==> src/rtl/ceespu_gpu_pkg.sv <==
// Shared GPU constants: screen geometry, RAM window bases, blit command
// encodings, the port-A request payload and small address helpers.
package ceespu_gpu_pkg;

  localparam int unsigned ROWS           = 25;
  localparam int unsigned TEXT_ROW_WORDS = 20;
  localparam int unsigned COL_ROW_WORDS  = 40;

  localparam int unsigned IDX_W  = 10;
  localparam int unsigned ROW_W  = 5;
  localparam int unsigned ADDR_W = 16;
  localparam int unsigned DATA_W = 32;
  localparam int unsigned BE_W   = 4;

  localparam logic [ADDR_W-1:0] TEXT_BASE = 16'hF800;
  localparam logic [ADDR_W-1:0] COL_BASE  = 16'hE000;

  localparam logic [1:0] OP_CLEAR   = 2'd0;
  localparam logic [1:0] OP_SCROLL  = 2'd1;
  localparam logic [1:0] OP_FILLROW = 2'd2;
  localparam logic [1:0] OP_RSVD    = 2'd3;

  localparam logic REGION_TEXT = 1'b0;
  localparam logic REGION_COL  = 1'b1;

  // One port-A access: byte write enables, read strobe, byte address, data.
  typedef struct packed {
    logic [BE_W-1:0]   we;
    logic              re;
    logic [ADDR_W-1:0] addr;
    logic [DATA_W-1:0] data;
  } port_req_t;

  // 32-bit words per screen row for the selected region.
  function automatic logic [IDX_W-1:0] row_words(input logic region);
    return (region == REGION_COL) ? IDX_W'(COL_ROW_WORDS) : IDX_W'(TEXT_ROW_WORDS);
  endfunction

  // Byte address of word idx, wrapping at 16 bits.
  function automatic logic [ADDR_W-1:0] word_addr(input logic [ADDR_W-1:0] base,
                                                  input logic [IDX_W-1:0]  idx);
    return base + ADDR_W'({idx, 2'b00});
  endfunction

endpackage

==> src/rtl/ceespu_gpu_port_arb.sv <==
// Registered 2:1 arbiter for RAM port A. The CPU wins any cycle it drives a
// non-zero byte enable; otherwise the engine request is forwarded.
// Ports:
//   I_clk, I_rstn               clock, async active-low reset
//   I_sys_*                     CPU posted write request
//   eng_*                       engine request (write enables, read strobe, addr, data)
//   eng_grant_c                 combinational: engine owns the port this cycle
//   O_ram_*                     registered port A pins
module ceespu_gpu_port_arb
  import ceespu_gpu_pkg::*;
(
  input  logic              I_clk,
  input  logic              I_rstn,
  input  logic [BE_W-1:0]   I_sys_write_enable,
  input  logic [ADDR_W-1:0] I_sys_address,
  input  logic [DATA_W-1:0] I_sys_data,
  input  logic [BE_W-1:0]   eng_write_enable,
  input  logic              eng_read_enable,
  input  logic [ADDR_W-1:0] eng_address,
  input  logic [DATA_W-1:0] eng_data,
  output logic              eng_grant_c,
  output logic [BE_W-1:0]   O_ram_write_enable,
  output logic              O_ram_read_enable,
  output logic [ADDR_W-1:0] O_ram_address,
  output logic [DATA_W-1:0] O_ram_data
);

  port_req_t cpu_req, eng_req, port_d, port_q;

  assign eng_grant_c = (I_sys_write_enable == '0);

  // Request selection; CPU writes never carry a read strobe.
  always_comb begin
    cpu_req.we   = I_sys_write_enable;
    cpu_req.re   = 1'b0;
    cpu_req.addr = I_sys_address;
    cpu_req.data = I_sys_data;
    eng_req.we   = eng_write_enable;
    eng_req.re   = eng_read_enable;
    eng_req.addr = eng_address;
    eng_req.data = eng_data;
    port_d       = eng_grant_c ? eng_req : cpu_req;
  end

  // Port pins register.
  always_ff @(posedge I_clk or negedge I_rstn) begin
    if (!I_rstn) port_q <= '0;
    else         port_q <= port_d;
  end

  assign O_ram_write_enable = port_q.we;
  assign O_ram_read_enable  = port_q.re;
  assign O_ram_address      = port_q.addr;
  assign O_ram_data         = port_q.data;

endmodule

==> src/rtl/ceespu_gpu_blit_ctrl.sv <==
// Clear / fill-row / scroll-up engine for the GPU text and colour RAMs.
// Owns RAM port A and shares it with posted CPU writes, which always win.
// Ports:
//   I_clk, I_rstn        clock, async active-low reset
//   I_sys_*              CPU write request (byte enables, byte address, data)
//   I_cmd_*              command strobe, op, region, row, fill word
//   O_cmd_ready, O_busy  engine idle / active
//   O_done               one-cycle pulse when a command finishes
//   O_ram_*              registered port A pins
//   I_ram_rdata          read data, present in the cycle the registered read
//                        strobe is on the pins (the cycle after issue)
module ceespu_gpu_blit_ctrl
  import ceespu_gpu_pkg::*;
(
  input  logic              I_clk,
  input  logic              I_rstn,
  input  logic [BE_W-1:0]   I_sys_write_enable,
  input  logic [ADDR_W-1:0] I_sys_address,
  input  logic [DATA_W-1:0] I_sys_data,
  input  logic              I_cmd_valid,
  input  logic [1:0]        I_cmd_op,
  input  logic              I_cmd_region,
  input  logic [ROW_W-1:0]  I_cmd_row,
  input  logic [DATA_W-1:0] I_cmd_fill,
  output logic              O_cmd_ready,
  output logic              O_busy,
  output logic              O_done,
  output logic [BE_W-1:0]   O_ram_write_enable,
  output logic              O_ram_read_enable,
  output logic [ADDR_W-1:0] O_ram_address,
  output logic [DATA_W-1:0] O_ram_data,
  input  logic [DATA_W-1:0] I_ram_rdata
);

  localparam logic [2:0] S_IDLE  = 3'd0;
  localparam logic [2:0] S_FILL  = 3'd1;
  localparam logic [2:0] S_SC_RD = 3'd2;
  localparam logic [2:0] S_SC_WR = 3'd3;
  localparam logic [2:0] S_FIN   = 3'd4;

  logic [2:0]        state_q, state_d;
  logic [IDX_W-1:0]  idx_q, idx_d;
  logic [IDX_W-1:0]  end_q, end_d;
  logic [IDX_W-1:0]  rw_q, rw_d;
  logic [ADDR_W-1:0] base_q, base_d;
  logic [DATA_W-1:0] fill_q, fill_d;
  logic [DATA_W-1:0] data_q, data_d;
  logic              first_q, first_d;
  logic              busy_q, busy_d;
  logic              done_q, done_d;

  logic              eng_grant_c;
  logic [BE_W-1:0]   eng_we;
  logic              eng_re;
  logic [ADDR_W-1:0] eng_addr;
  logic [DATA_W-1:0] eng_data;

  logic [IDX_W-1:0]  acc_rw, acc_last, acc_row_start;

  // Geometry of the command being offered.
  assign acc_rw        = row_words(I_cmd_region);
  assign acc_last      = IDX_W'(ROWS) * acc_rw - IDX_W'(1);
  assign acc_row_start = IDX_W'(I_cmd_row) * acc_rw;

  // State and datapath registers.
  always_ff @(posedge I_clk or negedge I_rstn) begin
    if (!I_rstn) begin
      state_q <= S_IDLE;
      idx_q   <= '0;
      end_q   <= '0;
      rw_q    <= '0;
      base_q  <= '0;
      fill_q  <= '0;
      data_q  <= '0;
      first_q <= 1'b0;
      busy_q  <= 1'b0;
      done_q  <= 1'b0;
    end else begin
      state_q <= state_d;
      idx_q   <= idx_d;
      end_q   <= end_d;
      rw_q    <= rw_d;
      base_q  <= base_d;
      fill_q  <= fill_d;
      data_q  <= data_d;
      first_q <= first_d;
      busy_q  <= busy_d;
      done_q  <= done_d;
    end
  end

  // Next state, engine request; every step holds while the CPU owns the port.
  always_comb begin
    state_d  = state_q;
    idx_d    = idx_q;
    end_d    = end_q;
    rw_d     = rw_q;
    base_d   = base_q;
    fill_d   = fill_q;
    data_d   = data_q;
    first_d  = 1'b0;
    eng_we   = '0;
    eng_re   = 1'b0;
    eng_addr = word_addr(base_q, idx_q);
    eng_data = fill_q;

    case (state_q)
      S_IDLE: begin
        if (I_cmd_valid && (I_cmd_op != OP_RSVD)) begin
          fill_d = I_cmd_fill;
          rw_d   = acc_rw;
          base_d = (I_cmd_region == REGION_COL) ? COL_BASE : TEXT_BASE;
          case (I_cmd_op)
            OP_CLEAR: begin
              idx_d   = '0;
              end_d   = acc_last;
              state_d = S_FILL;
            end
            OP_FILLROW: begin
              if (I_cmd_row >= ROW_W'(ROWS)) begin
                state_d = S_FIN;
              end else begin
                idx_d   = acc_row_start;
                end_d   = acc_row_start + acc_rw - IDX_W'(1);
                state_d = S_FILL;
              end
            end
            OP_SCROLL: begin
              idx_d   = acc_rw;
              end_d   = acc_last;
              state_d = S_SC_RD;
            end
            default: ;
          endcase
        end
      end

      S_FILL: begin
        eng_we = 4'hF;
        if (eng_grant_c) begin
          if (idx_q == end_q) state_d = S_FIN;
          else                idx_d   = idx_q + IDX_W'(1);
        end
      end

      S_SC_RD: begin
        eng_re = 1'b1;
        if (eng_grant_c) begin
          first_d = 1'b1;
          state_d = S_SC_WR;
        end
      end

      S_SC_WR: begin
        // Read data is only on the bus in the first cycle: capture it and
        // bypass it straight to the write so no cycle is lost.
        if (first_q) data_d = I_ram_rdata;
        eng_we   = 4'hF;
        eng_addr = word_addr(base_q, idx_q - rw_q);
        eng_data = first_q ? I_ram_rdata : data_q;
        if (eng_grant_c) begin
          if (idx_q == end_q) begin
            // Bottom row is blanked with the fill word.
            idx_d   = end_q - rw_q + IDX_W'(1);
            state_d = S_FILL;
          end else begin
            idx_d   = idx_q + IDX_W'(1);
            state_d = S_SC_RD;
          end
        end
      end

      S_FIN: state_d = S_IDLE;

      default: state_d = S_IDLE;
    endcase

    busy_d = (state_d != S_IDLE);
    done_d = (state_d == S_FIN);
  end

  assign O_busy      = busy_q;
  assign O_cmd_ready = !busy_q;
  assign O_done      = done_q;

  ceespu_gpu_port_arb u_port_arb (
    .I_clk              (I_clk),
    .I_rstn             (I_rstn),
    .I_sys_write_enable (I_sys_write_enable),
    .I_sys_address      (I_sys_address),
    .I_sys_data         (I_sys_data),
    .eng_write_enable   (eng_we),
    .eng_read_enable    (eng_re),
    .eng_address        (eng_addr),
    .eng_data           (eng_data),
    .eng_grant_c        (eng_grant_c),
    .O_ram_write_enable (O_ram_write_enable),
    .O_ram_read_enable  (O_ram_read_enable),
    .O_ram_address      (O_ram_address),
    .O_ram_data         (O_ram_data)
  );

endmodule

==> config.mk <==
export PLATFORM = sky130hd
export DESIGN_NAME = ceespu_gpu_blit_ctrl
export DESIGN_NICKNAME = d
export VERILOG_FILES = /design/src/rtl/ceespu_gpu_pkg.sv /design/src/rtl/ceespu_gpu_port_arb.sv /design/src/rtl/ceespu_gpu_blit_ctrl.sv
export SDC_FILE = /design/constraint.sdc
export NUM_CORES = 1
export LEC_CHECK = 0
export ABC_AREA = 1
export ABC_CLOCK_PERIOD_IN_PS = 3500
export CAP_MARGIN = 5
export CORE_MARGIN = 5
export CORE_UTILIZATION = 56
export DETAILED_ROUTE_END_ITERATION = 8
export PLACE_DENSITY = 0.91
export SETUP_SLACK_MARGIN = 0.15
export SKIP_CTS_REPAIR_TIMING = 1
export SLEW_MARGIN = 30
export SYNTH_ARGS = -nofsm -noshare
export SYNTH_HDL_FRONTEND = slang
export SYNTH_HIERARCHICAL = 1
export SYNTH_SLANG_ARGS = --single-unit
==> constraint.sdc <==
create_clock -name I_clk -period 3.5 [get_ports I_clk]
set_clock_uncertainty 0.15 [all_clocks]
set_input_delay 0.35 -clock I_clk [delete_from_list [all_inputs] [get_ports I_clk]]
set_output_delay 0.35 -clock I_clk [all_outputs]
set_load 0.01 [all_outputs]
Word level (Yosys, flattened, before mapping)
Index checks and enable logic that the tools add are counted.
Widths: inputs -> output; s select.
- add/sub/neg operators: 9
- multiply operators: 2
- $lt $le $gt $ge: 1
- equality and inequality tests: 15
- multiplexer cells: 29
- reduce and logical (&&, ||, !) cells: 13
- operators by type and width (operator ; number):
    $mux 10 ; 7
    $mux 32 ; 2
    $pmux 10 s3 ; 2
    $mux 53 ; 1
    $add 16x12->16 ; 2
    $add 10x1->10 const B ; 2
    $pmux 10 s2 ; 1
    $sub 10x1->10 const B ; 2
    $sub 10x10->10 ; 2
    $mux 3 ; 6
    $mux 16 ; 1
    $mux 13 ; 1
    $pmux 3 s4 ; 1
    $add 10x6->10 ; 1
    $eq 10x10->1 ; 1
    $mul 5x6->10 ; 1
    $mul 5x6->10 const A ; 1
    $pmux 3 s3 ; 1
    $ne 2x2->1 const B ; 4
    $reduce_and 7->1 ; 1
    $eq 3x2->1 const B ; 2
    $mux 6 ; 1
    $reduce_bool 3->1 ; 2
    $ge 5x5->1 const B ; 1
    other kinds (19) ; 23
- bits in registers: 169
- bits of input ports: 127
- output and inout port bits: 56
- logic and storage cells: 83

Depth between registers and ports, before layout
Gate-level depths: netlist (run 1).
- depth after elaboration: 6
- gate-level depth with buffers: 22
- depth with buffers taken out: 21

Hierarchy
The synthesis (run 1) kept the hierarchy.
- modules (own cells, without submodules) (module ; instances ; cells an instance ; area an instance (sq um) ; sequential area each (sq um)):
    ceespu_gpu_blit_ctrl ; 1 ; 922 ; 6396.1 ; 2302.2
    ceespu_gpu_port_arb ; 1 ; 230 ; 2140.8 ; 1326.3

Least setup slack after synthesis (run 1)
Ideal clock, no wire load.
- path kind: input to register
- from: in I_cmd_region
- to: reg end_q[9]
- library setup time: 124 ps
- arrival time: 3552 ps
- required time: 3226 ps
- setup slack: -326 ps
- stages on the path: 20
- path buffers: 1
- path through: buf_1 > nand2_1 > nand2_1 > ha_1 > fa_1 > ha_1 > ha_1 > xnor2_1 > inv_1 > ha_1 > nand2_1 > inv_1 > a21oi_1 > nor2_1 > nand3_1 > nand2_1 > inv_1 > nand2_1 > nand3_1 > a21oi_1
- cells in the longest elaborated chain, start to end: 6
- elaborated cells between the ends (all ways): 8
- those cells by class: add/sub (3); mul (2); mux (3)
- RTL lines (what ; RTL line ; RTL):
    start, declared ; ceespu_gpu_blit_ctrl.sv:22 ; input logic I_cmd_region,
    $mux 6 (*) ; ceespu_gpu_pkg.sv:36 ; return (region == REGION_COL) ? IDX_W'(COL_ROW_WORDS) : IDX_W'(TEXT_ROW_WORDS);
    $mul 5x6->10 ; ceespu_gpu_blit_ctrl.sv:63 ; assign acc_row_start = IDX_W'(I_cmd_row) * acc_rw;
    $add 10x6->10 ; ceespu_gpu_blit_ctrl.sv:124 ; end_d = acc_row_start + acc_rw - IDX_W'(1);
    $sub 10x1->10 ; ceespu_gpu_blit_ctrl.sv:124 ;
    $mux 10 ; ceespu_gpu_blit_ctrl.sv:120 ; if (I_cmd_row >= ROW_W'(ROWS)) begin
    $pmux 10 s2 (*) ; ceespu_gpu_blit_ctrl.sv:113 ; case (I_cmd_op)
    end signal, assigned ; ceespu_gpu_blit_ctrl.sv:81 ; end_q <= end_d;
    end, declared ; ceespu_gpu_blit_ctrl.sv:43 ; logic [IDX_W-1:0] end_q, end_d;
Every way passes the cells marked *; elsewhere a longest branch is shown, timed or not. The select of a mux whose other input is x is not followed.
A chain may end at the register's enable or synchronous reset.

Worst setup path in the final report (run 1)
Same ends and word-level chain as after synthesis.

==> results of run 1 <==
==> synthesized netlist by cell type (6+ instances only) <==
cell      count
nand2_1     455
dfrtp_1     145
inv_1       119
nand3_1     105
o21ai_0      81
ha_1         45
nor2_1       42
a21oi_1      21
clkbuf_1     21
xor2_1       12
buf_2        10
xnor2_1       9
nor3_1        8
nor2_2        7
buf_6         6
nand3b_1      6
==> final cells by class <==
class / instances / area [um^2]
repair buffers: 221 / 2140
well taps: 188 / 235
fillers: 1039 / 3650
multi-input cells: 838 / 4370
diodes: 1 / 2.50
flip-flops and latches: 145 / 3630
clock buffers: 20 / 447
clock inverters: 11 / 130
inverters: 126 / 478
==> where the power goes <==
part	switching (mW)	internal, mW
registers	0.0763	1.74
clock network	0.716	1.07
logic	0.639	0.648
==> layout by cell type (no fill, tap or decap), types with 9 or more instances in the layout <==
cell type	n
clkdlybuf4s50_1	176
ha_4	10
xor2_1	12
a21oi_1	17
o21ai_0	80
clkbuf_16	17
nor2_1	39
nor2_2	9
inv_1	114
nand2_1	453
buf_4	37
ha_1	35
dfrtp_1	144
inv_2	9
nand3_1	105
==> state kept, by name, summed over array words and instances (netlist names) <==
signal / count
data_q: 32
fill_q: 32
u_port_arb/O_ram_data: 32
u_port_arb/O_ram_address: 16
idx_q: 10
end_q: 9
u_port_arb/O_ram_write_enable: 4
state_q: 3
base_q: 2
O_busy: 1
O_done: 1
first_q: 1
rw_q: 1
u_port_arb/O_ram_read_enable: 1
==> kinds of logic after synthesis <==
family | count (synthesis)
xor+xnor | 21
buf+inv | 173
compound gates | 119
other cells | 1
simple gates | 644
fa+ha+maj | 49
flops | 145
==> layer usage <==
| metal | up-vias | wire length, um |
|---|---|---|
| met5 | - | 0 |
| met4 | 0 | 855 |
| met3 | 72 | 1700 |
| met2 | 365 | 12800 |
| met1 | 3954 | 9640 |
| li1 | 4019 | - |
==> worst paths after layout <==
check,startpoint,endpoint,slack [ns],depth (start not counted)
max in group asynchronous,I_rstn,idx_q[1],2.02,3
min in group asynchronous,I_rstn,u_port_arb/O_ram_data[8],0.39,2
setup reg to reg,base_q[12],u_port_arb/O_ram_address[13],0.79,14
setup / recovery,I_cmd_region,end_q[9],0.26,20
hold reg to reg,fill_q[26],fill_q[26],0.33,2
hold / removal,I_cmd_fill[3],fill_q[3],0.31,3
==> worst max-delay path, delay by kind of cell <==
| kind | cells | cell delay (ns) |
|---|---|---|
| adders and majority gates | 5 | 1.79 |
| and+or+nand+nor | 7 | 0.59 |
| buffers and inverters | 6 | 0.51 |
| AOI/OAI and AO/OA | 2 | 0.21 |
==> through the flow <==
step	hold slack, ns	setup slack [ns]
final	0.313	0.258
after global routing	0.312	0.0944
after CTS	-0.154	-0.322
after detailed placement	0.289	-0.745
after global placement	0.298	-0.577
after floorplan	-0.0956	0.0609
==> flow_metrics.env, run 1 <==
export IMPL_power_per_cell_area_nw_per_um2=428
export IMPL_core_area_um2=15100
export IMPL_initial_core_util=0.566
export IMPL_cts_tree="done"
export IMPL_ys_top_cells_by_area="dfrtp_1 (43%), nand2_1 (20%), ha_1 (6.6%)"
export IMPL_worstSkewPairLatency_ns=0.42
export IMPL_synthFlopType="dfrtp_1"
export IMPL_dr_pass1_iters=5
export IMPL_setup_violations=0
export IMPL_synth_area_um2=8540
export IMPL_num_io_pins=183
export IMPL_crit_required_ns=3.70
export IMPL_antenna_left=0
export IMPL_synth_xor_area_frac=0.0215
export IMPL_grt_pass1_wl_um=40000
export IMPL_crit_chain="clkbuf_4 -> buf_4 -> nor2_4 -> ha_4 -> fa_1 -> inv_1 -> fa_2 -> ha_4 -> inv_2 -> ha_4 -> nand2_1 -> inv_1 -> a21oi_2 -> nor2_2 -> nand3_1 -> nand2_1 -> inv_1 -> nand2_1 -> nand3_1 -> a21oi_1"
export IMPL_start_kind="input pin"
export IMPL_path_clk_slew_ns=0.06
export IMPL_dpl_hpwl_um=17800
export IMPL_wirelength_um=25000
export IMPL_postLayoutCellArea_um2=11400
export IMPL_die_w_um=133
export IMPL_yosysWarnings=6
export IMPL_first_global_vias=8185
export IMPL_num_rows=45
export IMPL_peakVddDrop_mv=0.338
export IMPL_slowest_delay_ns=0.56
export IMPL_ys_types=43
export IMPL_met3_usage=0.0525
export IMPL_met2_usage=0.488
export IMPL_period_share=0.926
export IMPL_global_route_usage_met1=0.339
export IMPL_synth_top_family_by_area="simple AND/OR/NAND/NOR gates"
export IMPL_p_total_mw=4.89
export IMPL_ys_ff_latch=145
export IMPL_synth_top_area_cell="dfrtp_1"
export IMPL_grt_max_degree=82
export IMPL_power_leakage_nw=5.87
export IMPL_crit_path_end_kind="register"
export IMPL_drtIter0Drc=667
export IMPL_dp_cells=1514
export IMPL_synthAdderAreaFrac=0.0753
export IMPL_port_buffer_count=182
export IMPL_worst_pin_slew_ns=0.742
export IMPL_postLayoutCoreUtil=0.758
export IMPL_finalHoldViolations=0
export IMPL_die_h_um=133
export IMPL_htreeDepth=4
export IMPL_nNetsFinal=1525
export IMPL_wl_per_cell_um=16.1
export IMPL_vias=8410
export IMPL_synth_compound_area_frac=0.0747
export IMPL_antenna_found_initial=1
export IMPL_slew_headroom=0.505
export IMPL_finalNonFillerCells=1550
export IMPL_place_gp_congestion=0.930
export IMPL_synth_async_sr_flop_share=1.00
export IMPL_tns_ns=0
export IMPL_netlist_instances=1152
export IMPL_synth_mux_area_frac=0
export IMPL_syn2layout_area_growth_pct=33.9
export IMPL_cpMaxStageDelayCell="fa_1"
export IMPL_drcViolationCount=0
export IMPL_rsz0062_at_grt="no"
export IMPL_top_usage_layer="met2"
export IMPL_status="complete, no violations"
export IMPL_cap_violations=0
export IMPL_drive_gt1_frac=0.0948
export IMPL_ys_seq_area_frac=0.425
export IMPL_root_buffer="clkbuf_16"
export IMPL_vias_per_cell=5.43
export IMPL_synth_edf_count=0
export IMPL_yosysTopAreaCellShare=0.425
export IMPL_die_area_um2=17800
export IMPL_timing_fmax_mhz=308
export IMPL_syn_avg_cell_area_um2=7.41
export IMPL_grtUsageTotal=0.278
export IMPL_hold_path_class="in -> reg"
export IMPL_cts_buffers=17
export IMPL_cts_sinks=145
export IMPL_critical_path_peak_fanout=6
export IMPL_finalCriticalPeriod_ns=3.24
export IMPL_cp_arrival_ns=3.44
export IMPL_critPathKind="in -> reg"
export IMPL_report_final_slew_viol_count=0
export IMPL_synthSimpleGateAreaFrac=0.317
export IMPL_cts_buffer_depth=2
export IMPL_dpl_cell_area_um2=10700
export IMPL_grt_overflow=0
Note: power is estimated with default switching activity, not from simulation.
==> run 2: changes to the inputs <==
- HOLD_SLACK_MARGIN: unset -> 0.05
==> results of run 2 <==
No change in the layout: final DEF, timing and power equal those of run 1.
